`config.mk`:
```
export PLATFORM = sky130hd
export DESIGN_NAME = simple_bus_arbiter
export DESIGN_NICKNAME = d
export VERILOG_FILES = /design/src/rtl/simple_bus_arbiter.sv
export SDC_FILE = /design/constraint.sdc
export NUM_CORES = 1
export LEC_CHECK = 0
export BUFFER_PORTS_ARGS = -buffer_cell sky130_fd_sc_hd__buf_2
export CAP_MARGIN = 20
export CORE_MARGIN = 1
export CORE_UTILIZATION = 42
export CTS_BUF_LIST = sky130_fd_sc_hd__clkbuf_2
export DETAILED_ROUTE_END_ITERATION = 6
export GPL_TIMING_DRIVEN = 0
export PLACE_DENSITY = 0.82
export SLEW_MARGIN = 20
export SYNTH_ARGS = -nofsm -noshare
export SYNTH_HDL_FRONTEND = slang
export SYNTH_SLANG_ARGS = --single-unit
```
`constraint.sdc`:
```
create_clock -name clk -period 2.28 [get_ports clk]
set_clock_uncertainty 0.05 [all_clocks]
set_input_delay 0.114 -clock clk [delete_from_list [all_inputs] [get_ports clk]]
set_output_delay 0.114 -clock clk [all_outputs]
set_load 0.05 [all_outputs]
```
`src/rtl/simple_bus_arbiter.sv`:
```
// simple_bus_arbiter
//   Round-robin arbiter that shares one simple_bus data channel among NREQ
//   requesters. One owner is granted at a time. The owner's data is forwarded
//   with a valid/ready handshake, and the arbiter returns to IDLE to
//   re-arbitrate.
//
// Parameters
//   NREQ      number of requesters (2..16)
//   WIDTH     shared bus data width
//   MAX_BURST max beats per locked tenure (lock build only, >=1)
//
// Configuration macro
//   SIMPLE_BUS_ARB_LOCK_EN  when defined, a locked owner keeps the grant for
//                           up to MAX_BURST back-to-back beats. When undefined,
//                           lock is ignored and every tenure is one beat.
//
// Ports
//   clk        clock, rising edge
//   rst_n      asynchronous active-low reset
//   req        per-requester level request
//   lock       per-requester burst-lock request
//   req_data   requester i data at [i*WIDTH +: WIDTH]
//   req_ack    beat accepted for requester i (combinational)
//   gnt        one-hot registered grant
//   owner      index of the current grant holder
//   bus_valid  shared bus data valid
//   bus_data   shared bus data
//   bus_ready  shared bus consumer ready
module simple_bus_arbiter #(
  parameter int unsigned NREQ      = 4,
  parameter int unsigned WIDTH     = 8,
  parameter int unsigned MAX_BURST = 4
) (
  input  logic                     clk,
  input  logic                     rst_n,
  input  logic [NREQ-1:0]          req,
  input  logic [NREQ-1:0]          lock,
  input  logic [NREQ*WIDTH-1:0]    req_data,
  output logic [NREQ-1:0]          req_ack,
  output logic [NREQ-1:0]          gnt,
  output logic [$clog2(NREQ)-1:0]  owner,
  output logic                     bus_valid,
  output logic [WIDTH-1:0]         bus_data,
  input  logic                     bus_ready
);

  localparam int unsigned OW = $clog2(NREQ);

  typedef enum logic {IDLE, XFER} state_t;

  state_t          state_q, state_d;
  logic [NREQ-1:0] gnt_q, gnt_d;
  logic [OW-1:0]   owner_q, owner_d;
  logic [OW-1:0]   ptr_q, ptr_d;

  logic            win_found;
  logic [OW-1:0]   win_idx;
  int unsigned     cand;
  logic [OW-1:0]   next_ptr;
  logic            beat;
  logic [WIDTH-1:0] data_arr [NREQ];

`ifdef SIMPLE_BUS_ARB_LOCK_EN
  localparam int unsigned CW = $clog2(MAX_BURST) + 1;
  logic [CW-1:0]   cnt_q, cnt_d;
`else
  logic            unused_lock;
  assign unused_lock = ^lock;
`endif

  always_comb begin
    for (int unsigned i = 0; i < NREQ; i++) begin
      data_arr[i] = req_data[i*WIDTH +: WIDTH];
    end
  end

  // Scan requesters starting at the rr pointer and wrap at NREQ. The wrap is
  // explicit so that a non-power-of-two NREQ never yields an index past NREQ-1.
  always_comb begin
    win_found = 1'b0;
    win_idx   = '0;
    cand      = 0;
    for (int unsigned i = 0; i < NREQ; i++) begin
      cand = 32'(ptr_q) + i;
      if (cand >= NREQ) cand = cand - NREQ;
      if (!win_found && req[OW'(cand)]) begin
        win_found = 1'b1;
        win_idx   = OW'(cand);
      end
    end
  end

  assign next_ptr = (owner_q == OW'(NREQ-1)) ? '0 : owner_q + OW'(1);
  assign beat     = (state_q == XFER) && bus_ready;

  always_ff @(posedge clk or negedge rst_n) begin
    if (!rst_n) begin
      state_q <= IDLE;
      gnt_q   <= '0;
      owner_q <= '0;
      ptr_q   <= '0;
`ifdef SIMPLE_BUS_ARB_LOCK_EN
      cnt_q   <= '0;
`endif
    end else begin
      state_q <= state_d;
      gnt_q   <= gnt_d;
      owner_q <= owner_d;
      ptr_q   <= ptr_d;
`ifdef SIMPLE_BUS_ARB_LOCK_EN
      cnt_q   <= cnt_d;
`endif
    end
  end

  always_comb begin
    state_d = state_q;
    gnt_d   = gnt_q;
    owner_d = owner_q;
    ptr_d   = ptr_q;
`ifdef SIMPLE_BUS_ARB_LOCK_EN
    cnt_d   = cnt_q;
`endif
    unique case (state_q)
      IDLE: begin
        if (win_found) begin
          state_d          = XFER;
          gnt_d            = '0;
          gnt_d[win_idx]   = 1'b1;
          owner_d          = win_idx;
`ifdef SIMPLE_BUS_ARB_LOCK_EN
          cnt_d            = '0;
`endif
        end
      end
      XFER: begin
        if (beat) begin
`ifdef SIMPLE_BUS_ARB_LOCK_EN
          // cnt_q counts completed beats before this one. Holding while
          // cnt_q < MAX_BURST-1 gives MAX_BURST beats per tenure. An owner
          // that drops req on the beat still releases.
          if (req[owner_q] && lock[owner_q] && (cnt_q < CW'(MAX_BURST-1))) begin
            cnt_d = cnt_q + CW'(1);
          end else begin
            state_d = IDLE;
            gnt_d   = '0;
            ptr_d   = next_ptr;
          end
`else
          state_d = IDLE;
          gnt_d   = '0;
          ptr_d   = next_ptr;
`endif
        end else if (!req[owner_q]) begin
          state_d = IDLE;
          gnt_d   = '0;
          ptr_d   = next_ptr;
        end
      end
      default: state_d = IDLE;
    endcase
  end

  always_comb begin
    gnt       = gnt_q;
    owner     = owner_q;
    bus_valid = (state_q == XFER);
    bus_data  = '0;
    req_ack   = '0;
    if (state_q == XFER) begin
      bus_data         = data_arr[owner_q];
      req_ack[owner_q] = bus_ready;
    end
  end

endmodule

```
# Yosys cells after proc, flatten, opt, wreduce, memory -nomap -nowiden
# Cells that the tools add are included.
dict set report op_classes {
  mul 0
  n_lt_le_gt_ge 13
  add_sub_neg 8
  bitwise 3
  muxes 42
  div 0
  shift 0
  eq_ne 4
  n_reduce_logical 12
}
# cell n
set ops {}
lappend ops {{8-bit 2-to-1 mux} 3}
lappend ops {{2-bit 2-to-1 mux} 11}
lappend ops {{2-bit by 3-bit less-than comparator with 1-bit output (second input constant)} 6}
lappend ops {{8-bit binary-select mux with 2-bit select} 1}
lappend ops {{4-bit 2-to-1 mux} 4}
lappend ops {{1-bit 2-to-1 mux} 14}
lappend ops {{3-bit >= comparator (second input constant)} 4}
lappend ops {{1-bit binary-select mux with 2-bit select} 5}
lappend ops {{4-bit case mux with 2 select lines} 1}
lappend ops {{2-bit by 1-bit subtractor with 2-bit output (second input constant)} 4}
lappend ops {{2-bit by 2-bit adder with 3-bit output (second input constant)} 2}
lappend ops {{1-bit logical AND} 6}
lappend ops {{2-bit AND reduction} 3}
lappend ops {{4-bit AND} 1}
lappend ops {{1-bit demux with 2-bit select} 2}
lappend ops {{2-bit by 1-bit >= comparator with 1-bit output (second input constant)} 2}
lappend ops {{2-bit != test (second input constant)} 2}
lappend ops {{2-bit by 1-bit adder with 3-bit output (second input constant)} 1}
lappend ops {{2-bit by 3-bit >= comparator with 1-bit output (second input constant)} 1}
lappend ops {{1-bit logical NOT} 3}
lappend ops {{3-bit != test (second input constant)} 1}
lappend ops {{2-bit NOT with 3-bit output} 1}
lappend ops {{2-bit by 1-bit adder with 2-bit output (second input constant)} 1}
lappend ops {{2-bit equality test (second input constant)} 1}
lappend ops {{other kinds (2)} 2}
dict set report word_totals {
  in_bits 43
  mem_count 0
  romBits 0
  output_inout_bits 19
  word_cells 86
  ramBits 0
  regBits 9
  latchBits 0
}

# Longest topological paths before layout
# Gate-level depths: netlist of the first run.
dict set report depth {
  word_depth 20
  mapped_depth 5
  mapped_depth_nobuf 4
}

# Least setup slack after synthesis of the first run
# No wires, ideal clock.
dict set report synth_timing {
  kind {flip-flop to output port}
  from {register owner_q[0], in the netlist owner[0]}
  to {output bus_data[0]}
  path_stages_with_launch 4
  t_arrival_ps 1849
  slack_ps 267
  required_time_ps 2116
  path_buffers 1
  path_cell_list {dfrtp_1 buf_4 mux4_2 and2_1}
}
dict set report synth_via {
  elab_chain_len 5
}
# item line_no
set synth_lines {}
lappend synth_lines {{from (decl)} 53} ;# logic [OW-1:0] owner_q, owner_d;
lappend synth_lines {{from (signal assigned)} 108} ;# owner_q <= owner_d;
lappend synth_lines {{2-bit NOT with 3-bit output (not written as such)} 171} ;# bus_data = data_arr[owner_q];
lappend synth_lines {{8-bit binary-select mux with 2-bit select} 171}
lappend synth_lines {{8-bit 2-to-1 mux (not written as such) (2 in series)} 171}
lappend synth_lines {{8-bit 2-to-1 mux} 170} ;# if (state_q == XFER) begin
lappend synth_lines {{to (decl)} 43} ;# output logic [WIDTH-1:0] bus_data,
# No other way between the ends. The select of a mux whose other input is x is not followed.

# Worst setup path in the final report of the first run
dict set report layout_timing {
  from {register owner_q[0], in the netlist owner[0]}
  to {output bus_data[4]}
}
# The elaborated chain is that of the path after synthesis.

==> qor.csv, run 1 <==
stage;metric;value;unit
clock_tree;H-tree depth;1;
critical_path;Slowest Stage Delay on Critical Path;0.52;ns
floorplanning;Core Region;1942;sq um
clock_tree;count of clock tree sinks;9;
yosys;most common library cells after synthesis;sky130_fd_sc_hd__dfrtp_1 (9), sky130_fd_sc_hd__and2_1 (8), sky130_fd_sc_hd__mux4_2 (8);
worst_hold_path;worst min path class;in2async;
power;standby leakage power;0.0006327;uW
floorplanning;floorplan die width;47.24;um
timing;final critical-path required period;2.054;ns
power;post-layout power;1837;uW
critical_path;number of buffers and inverters on the critical path;2;
clock_tree;clock transition at the registers of the reported paths;0.08;ns
critical_path;Reg-to-Reg Start;owner[1];
critical_path;series of cell instances along the critical path;buf_4 -> mux4_2 -> and2_1 -> buf_2;
clock_tree;CTS Root Buffer Type;sky130_fd_sc_hd__clkbuf_2;
run_status;result of the run;completed;
yosys;dominant synthesized flop cell;sky130_fd_sc_hd__dfrtp_1;
floorplanning;number of top-level design ports;62;
global_route;global-route wire length before repair;3.029;mm
timing;final hold violation count;0;
yosys;number of enable flip-flop cells after synthesis;0;
route;post-DR wirelength/cell;13.09;um
floorplanning;effective utilization at floorplan;0.4427;
global_route;number of antenna violations at the first check in global routing;0;
yosys;FFs w/ async S/R, synth;1.000;
timing;transition time at the pin with the least slew margin;0.5564;ns
timing;relative slew slack;0.6279;
yosys;Synth Net Count;126;
critical_path;maximum fanout count along the critical path;10;
route;length of the first detailed-routing pass in iterations;3;
clock_tree;number of buffers added by the clock tree synthesis step;3;
power;largest voltage drop on the vdd net;0.8294;mV
clock_tree;Resize count post-CTS;0;
timing;unrepaired setup endpoints after global routing;false;
yosys;post-synthesis register bit count;9;
placement;HPWL Detailed;1.891;mm
yosys;cell types with the largest area share after synthesis;sky130_fd_sc_hd__dfrtp_1 (26%), sky130_fd_sc_hd__mux4_2 (21%), sky130_fd_sc_hd__and2_1 (5.8%);
route;ANT nets after route;0;
global_route;largest net degree at the start of global routing;11;
clock_tree;clock latency on the worst-skew pair;0.23;ns
route;DRC violation count after routing;0;
timing;portion of the clock cycle consumed by the worst path in the final layout;0.9009;
timing;total of endpoints with negative setup slack in the final report;0;
yosys;most frequently used cell type in the post-synthesis netlist;sky130_fd_sc_hd__dfrtp_1;
yosys;total standard cell area after synthesis;859.6;sq um
floorplanning;vertical die dimension;47.24;um
layout;layout overhead on the synthesized area;40.61;%
route;post-DR vias/cell;5.190;
floorplanning;row count;16;
yosys;yosys synthesis warning count;0;
yosys;synthesized area divided by synthesized cell count;10.88;sq um
layout;layout cells sized above 1;0.5603;
layout;Layout fillers;174;
route;count of vias placed by the detailed router;872;
critical_path;arrival time at the worst endpoint;1.89;ns
timing;Max Clock Freq;486.9;MHz
job;MaxCap Viol Count;0;
timing;worst-case setup margin in the final layout;0.2260;ns
critical_path;setup slack on the worst flop-to-flop path;0.51;ns
placement;placer's final routability congestion estimate;0.7271;
floorplanning;die area;2232;sq um
critical_path;largest delay contributor family on the critical path;multiplexers;
yosys;instance count of the mapped netlist;79;
power;total power per unit cell area;1520;nW/um^2
critical_path;required time at the worst-slack endpoint;2.12;ns
critical_path;launching element type of the critical path;flip-flop;
yosys;Yosys top cell by area;sky130_fd_sc_hd__dfrtp_1;
timing;final count of pins violating max slew;0;
yosys;number of distinct library cells after synthesis;30;
placement;port buffer count;57;
critical_path;critical path startpoint;owner[0];
route;DR iter-0 viols;17;
clock_tree;clock tree from TritonCTS;built;
yosys;proportion of synthesized chip area in sequential cells;0.2620;
global_route;GRT Overall Usage;0.1970;
critical_path;Critical Path End Type;output pin;
layout;Final nets;189;
critical_path;slowest stage cell, crit path;sky130_fd_sc_hd__mux4_2;
clock_tree;Longest Clk Path Bufs;2;
global_route;number of global-route vias before repair;777;
timing;total negative slack for setup checks;0;ns
yosys;fraction of synthesized cell area taken by the top area cell type;0.2620;
placement;pre-CTS worst setup slack;0.4626;ns
global_route;total grt overflow;0;
critical_path;kind of critical path;reg2out;
route;Routed Wire Length;2.199;mm
layout;Antenna Cells;0;
==> power by group <==
group	internal, uW	leakage (uW)	switching (uW)	total, uW
Sequential	233	0.000113	80.2	313
Clock	46.7	0.0000166	47.4	94.1
Combinational	517	0.000503	913	1430
==> area by class of cell <==
cell class                      instances  area [sq um]  area share
Clock buffer                            4         20.02     0.01656
Timing Repair Buffer                   58         295.3      0.2443
Tap cell                               27         33.78     0.02795
Sequential cell                         9         225.2      0.1863
Buffer                                  5         23.77     0.01967
Multi-Input combinational cell         61         595.6      0.4928
Inverter                                4         15.01     0.01242
==> cell usage in the layout, fill, tap and decap left out, types with 2 or more instances in the layout <==
cell type / instances
sky130_fd_sc_hd__nor2_1: 4
sky130_fd_sc_hd__ha_1: 4
sky130_fd_sc_hd__and3_1: 4
sky130_fd_sc_hd__nand2_1: 5
sky130_fd_sc_hd__mux4_2: 8
sky130_fd_sc_hd__o32ai_2: 2
sky130_fd_sc_hd__and2_1: 8
sky130_fd_sc_hd__clkbuf_1: 3
sky130_fd_sc_hd__mux2_1: 2
sky130_fd_sc_hd__mux2_4: 2
sky130_fd_sc_hd__buf_2: 58
sky130_fd_sc_hd__inv_1: 3
sky130_fd_sc_hd__dfrtp_1: 9
sky130_fd_sc_hd__a32o_1: 2
sky130_fd_sc_hd__nor2b_1: 2
sky130_fd_sc_hd__nand2b_1: 3
sky130_fd_sc_hd__clkbuf_2: 4
sky130_fd_sc_hd__a21oi_1: 4
==> worst paths after layout <==
kind | to | cells past startpoint
min in group clk | bus_valid | 3
setup reg to reg | ptr_q[1] | 4
max in group asynchronous | ptr_q[0] | 2
hold reg to reg | gnt[2] | 1
setup / recovery | bus_data[4] | 4
hold / removal | gnt[3] | 2
==> registers in the layout, indices dropped and copies added (netlist names) <==
name / cells
bus_valid: 1
gnt: 4
owner: 2
ptr_q: 2
==> per-stage QoR <==
stage / util / hold slack (ns) / instance area, sq um / cells
2_1_floorplan: - / -0.2316 / 859.6 / 79
5_1_grt: 0.6224 / 0.1946 / 1209 / 168
4_1_cts: 0.6224 / 0.1855 / 1209 / 168
3_5_place_dp: 0.6070 / -0.07770 / 1179 / 163
6_report: 0.6224 / 0.1977 / 1209 / 168
3_3_place_gp: 0.6070 / -0.08549 / 1179 / 163
==> metal layers <==
| layer | GRT usage | wire, um | vias to the layer above |
|---|---|---|---|
| met5 | 0 | 0 | - |
| met4 | 0.08571 | 13 | 0 |
| met3 | 0.02692 | 161 | 2 |
| met2 | 0.3808 | 1168 | 42 |
| met1 | 0.2076 | 856 | 407 |
| li1 | - | - | 421 |
==> cell families (layout without fill, tap and decap cells) <==
| group | after synthesis | count (layout) | share of synthesized area |
|---|---|---|---|
| DFF | 9 | 9 | 0.2620 |
| and+or+nand+nor | 29 | 29 | 0.2009 |
| adders and majority gates | 4 | 4 | 0.05823 |
| muxes | 12 | 12 | 0.2707 |
| AOI/OAI and AO/OA | 16 | 16 | 0.1630 |
| buffers and inverters | 9 | 71 | 0.04512 |
==> timing repair <==
| action | in CTS | in global routing |
|---|---|---|
| endpoints found under the hold margin | 9 | 0 |
| setup buffers | 0 | 0 |
| hold buffers | 1 | 0 |
Power figures use the tool's default switching activity.
==> inputs of run 2 (changes only) <==
Settings changed: RECOVER_POWER set to 100.
==> run 2 against run 1 <==
Effect of this change: largest cell class unchanged; global-route usage is the same; sequential share of layout area grew 0.52 points; critical endpoint unchanged; critical path depth is the same; hold slack gained 0.010 ns; fmax shrank 1.4%; setup slack lost 0.029 ns; cell count is the same; core utilization shrank 1.7 points; clock power shrank 0.7%.
==> qor.csv, run 2 (synthesis results as in run 1) <==
stage;metric;value;unit;change
layout;most frequent standard cell in the layout excluding fill and tap cells;sky130_fd_sc_hd__buf_2;;unchanged
global_route;total grt overflow;0;;unchanged
clock_tree;Longest Clk Path Bufs;2;;unchanged
clock_tree;clock transition at the registers of the reported paths;0.08;ns;about the same
timing;worst-case setup margin in the final layout;0.1967;ns;was 0.2260 ns
timing;total of endpoints with negative setup slack in the final report;0;;unchanged
global_route;number of global-route vias before repair;777;;unchanged
route;post-DR vias/cell;5.173;;was 5.190
route;DRC violation count after routing;0;;unchanged
critical_path;Critical Path End Type;output pin;;unchanged
critical_path;maximum fanout count along the critical path;10;;unchanged
job;MaxCap Viol Count;0;;unchanged
global_route;global-route wire length before repair;3.029;mm;unchanged
timing;total negative slack for setup checks;0;ns;unchanged
critical_path;arrival time at the worst endpoint;1.92;ns;was 1.89 ns
power;cell-internal power;735.7;uW;was 796.6 uW
clock_tree;count of clock tree sinks;9;;unchanged
power;proportion of power drawn by combinational gates;0.769;;was 0.778
layout;layout cells sized above 1;0.4752;;was 0.5603
floorplanning;vertical die dimension;47.24;um;unchanged
route;DR iter-0 viols;21;;was 17
global_route;largest net degree at the start of global routing;11;;unchanged
run_status;result of the run;completed;;unchanged
power;standby leakage power;0.0005882;uW;was 0.0006327 uW
timing;transition time at the pin with the least slew margin;0.6035;ns;was 0.5564 ns
global_route;number of antenna violations at the first check in global routing;0;;unchanged
floorplanning;Core Region;1942;sq um;unchanged
layout;most frequent cells in the layout;sky130_fd_sc_hd__buf_2 (39), sky130_fd_sc_hd__clkbuf_2 (15), sky130_fd_sc_hd__clkbuf_1 (11), sky130_fd_sc_hd__dfrtp_1 (9);;was sky130_fd_sc_hd__buf_2 (58), sky130_fd_sc_hd__dfrtp_1 (9), sky130_fd_sc_hd__mux4_2 (8), sky130_fd_sc_hd__and2_1 (8), sky130_fd_sc_hd__nand2_1 (5)
route;Routed Wire Length;2.180;mm;was 2.199 mm
placement;HPWL Detailed;1.891;mm;unchanged
layout;area of all placed cells without fillers;1176;sq um;was 1209 sq um
power;Sw Share;0.5813;;was 0.5664
clock_tree;clock tree from TritonCTS;built;;unchanged
layout;Final nets;189;;unchanged
route;post-DR wirelength/cell;12.98;um;was 13.09 um
critical_path;required time at the worst-slack endpoint;2.12;ns;about the same
placement;placer's final routability congestion estimate;0.7271;;unchanged
layout;Antenna Cells;0;;unchanged
layout;layout overhead on the synthesized area;36.83;%;was 40.61%
critical_path;launching element type of the critical path;flip-flop;;unchanged
floorplanning;row count;16;;unchanged
route;count of vias placed by the detailed router;869;;was 872
clock_tree;clock latency on the worst-skew pair;0.23;ns;about the same
layout;count of placed standard cells in the final layout, fillers left out;168;;unchanged
clock_tree;CTS Root Buffer Type;sky130_fd_sc_hd__clkbuf_2;;unchanged
placement;pre-CTS worst setup slack;0.4626;ns;unchanged
floorplanning;die area;2232;sq um;unchanged
placement;placed instance area;1179;sq um;unchanged
floorplanning;number of top-level design ports;62;;unchanged
worst_hold_path;worst min path class;in2reg;;was in2async
placement;Placed Cells incl. Taps;163;;unchanged
clock_tree;H-tree depth;1;;unchanged
critical_path;kind of critical path;reg2out;;unchanged
route;length of the first detailed-routing pass in iterations;4;;was 3
layout;Largest register FFs;4;;unchanged
floorplanning;floorplan die width;47.24;um;unchanged
clock_tree;number of buffers added by the clock tree synthesis step;3;;unchanged
floorplanning;effective utilization at floorplan;0.4427;;unchanged
timing;final critical-path required period;2.083;ns;was 2.054 ns
timing;Max Clock Freq;480.0;MHz;was 486.9 MHz
power;part of the total power dissipated in the clock network;0.053;;was 0.051
placement;port buffer count;57;;unchanged
timing;final hold violation count;0;;unchanged
power;Sequential Power Share;0.178;;was 0.170
timing;portion of the clock cycle consumed by the worst path in the final layout;0.9137;;was 0.9009
power;total power per unit cell area;1494;nW/um^2;was 1520 nW/um^2
timing;relative slew slack;0.5994;;was 0.6279
power;largest voltage drop on the vdd net;0.7683;mV;was 0.8294 mV
global_route;GRT Overall Usage;0.1970;;unchanged
timing;unrepaired setup endpoints after global routing;false;;unchanged
power;net load switching power;1021;uW;was 1041 uW
timing;final count of pins violating max slew;0;;unchanged
route;ANT nets after route;0;;unchanged
-- run 2: cell count changes in the layout (fill, tap and decap cells not counted) --
cell                       previous run  this run
sky130_fd_sc_hd__o21ai_1              1         0
sky130_fd_sc_hd__mux2_4               2         0
sky130_fd_sc_hd__o21ai_0              1         2
sky130_fd_sc_hd__o32ai_1              1         3
sky130_fd_sc_hd__clkbuf_2             4        15
sky130_fd_sc_hd__mux2_1               2         4
sky130_fd_sc_hd__buf_2               58        39
sky130_fd_sc_hd__clkbuf_1             3        11
sky130_fd_sc_hd__o32ai_2              2         0
-- run 2: final cells by class --
| class | count | area, sq um |
|---|---|---|
| fillers | 186 | 765.7 |
| multi-input cells | 61 | 573.1 |
| inverters | 4 | 15.01 |
| well taps | 27 | 33.78 |
| flip-flops and latches | 9 | 225.2 |
| repair buffers | 58 | 285.3 |
| plain buffers | 5 | 23.77 |
| clock buffers | 4 | 20.02 |
-- run 2: path summary, 6_finish.rpt --
| check | end | start | depth (start not counted) | slack, ns |
|---|---|---|---|---|
| min | bus_valid | bus_ready | 3 | 0.21 |
| max in group asynchronous | owner[0] | rst_n | 2 | 1.58 |
| max | bus_data[4] | owner[0] | 4 | 0.20 |
| min reg2reg | gnt[2] | gnt[2] | 1 | 0.46 |
| max reg2reg | ptr_q[1] | owner[1] | 4 | 0.48 |
| min in group asynchronous | gnt[3] | rst_n | 2 | 0.29 |
-- run 2: per-layer routing --
| metal | up-vias | routed length [um] | part of all wire | global-route usage |
|---|---|---|---|---|
| met1 | 409 | 851 | 0.39 | 0.2076 |
| met2 | 42 | 1174 | 0.54 | 0.3808 |
| met4 | 0 | 0 | 0 | 0.08571 |
| li1 | 418 | - | - | - |
| met3 | 0 | 154 | 0.071 | 0.02692 |
| met5 | - | 0 | 0 | 0 |
-- run 2: through the flow --
step / total power [uW] / utilization / hold slack [ns]
2_1_floorplan: 1454 / - / -0.2316
3_3_place_gp: 1720 / 0.6070 / -0.08549
3_5_place_dp: 1755 / 0.6070 / -0.07770
4_1_cts: 1857 / 0.6224 / 0.1855
5_1_grt: 1900 / 0.6057 / 0.2055
6_report: 1757 / 0.6057 / 0.2080
-- run 2: power by group through the flow --
stage | clock network (uW) | registers, uW | logic, uW
after floorplan | 0 | 486 | 968
after global placement | 0 | 311 | 1410
after detailed placement | 0 | 316 | 1440
after CTS | 99.7 | 314 | 1440
after global routing | 110 | 323 | 1470
final | 93.4 | 313 | 1350
-- run 2: critical path: stages (launching register included) --
cell	delay, ns
sky130_fd_sc_hd__dfrtp_1	0.50
sky130_fd_sc_hd__buf_4	0.27
sky130_fd_sc_hd__mux4_2	0.52
sky130_fd_sc_hd__and2_1	0.17
sky130_fd_sc_hd__clkbuf_2	0.23
-- run 2: what timing repair did --
action | CTS | global route
resized for setup | 0 | 0
hold buffers | 1 | 0
buffers inserted | 0 | 0
endpoints found under the hold margin | 9 | 0
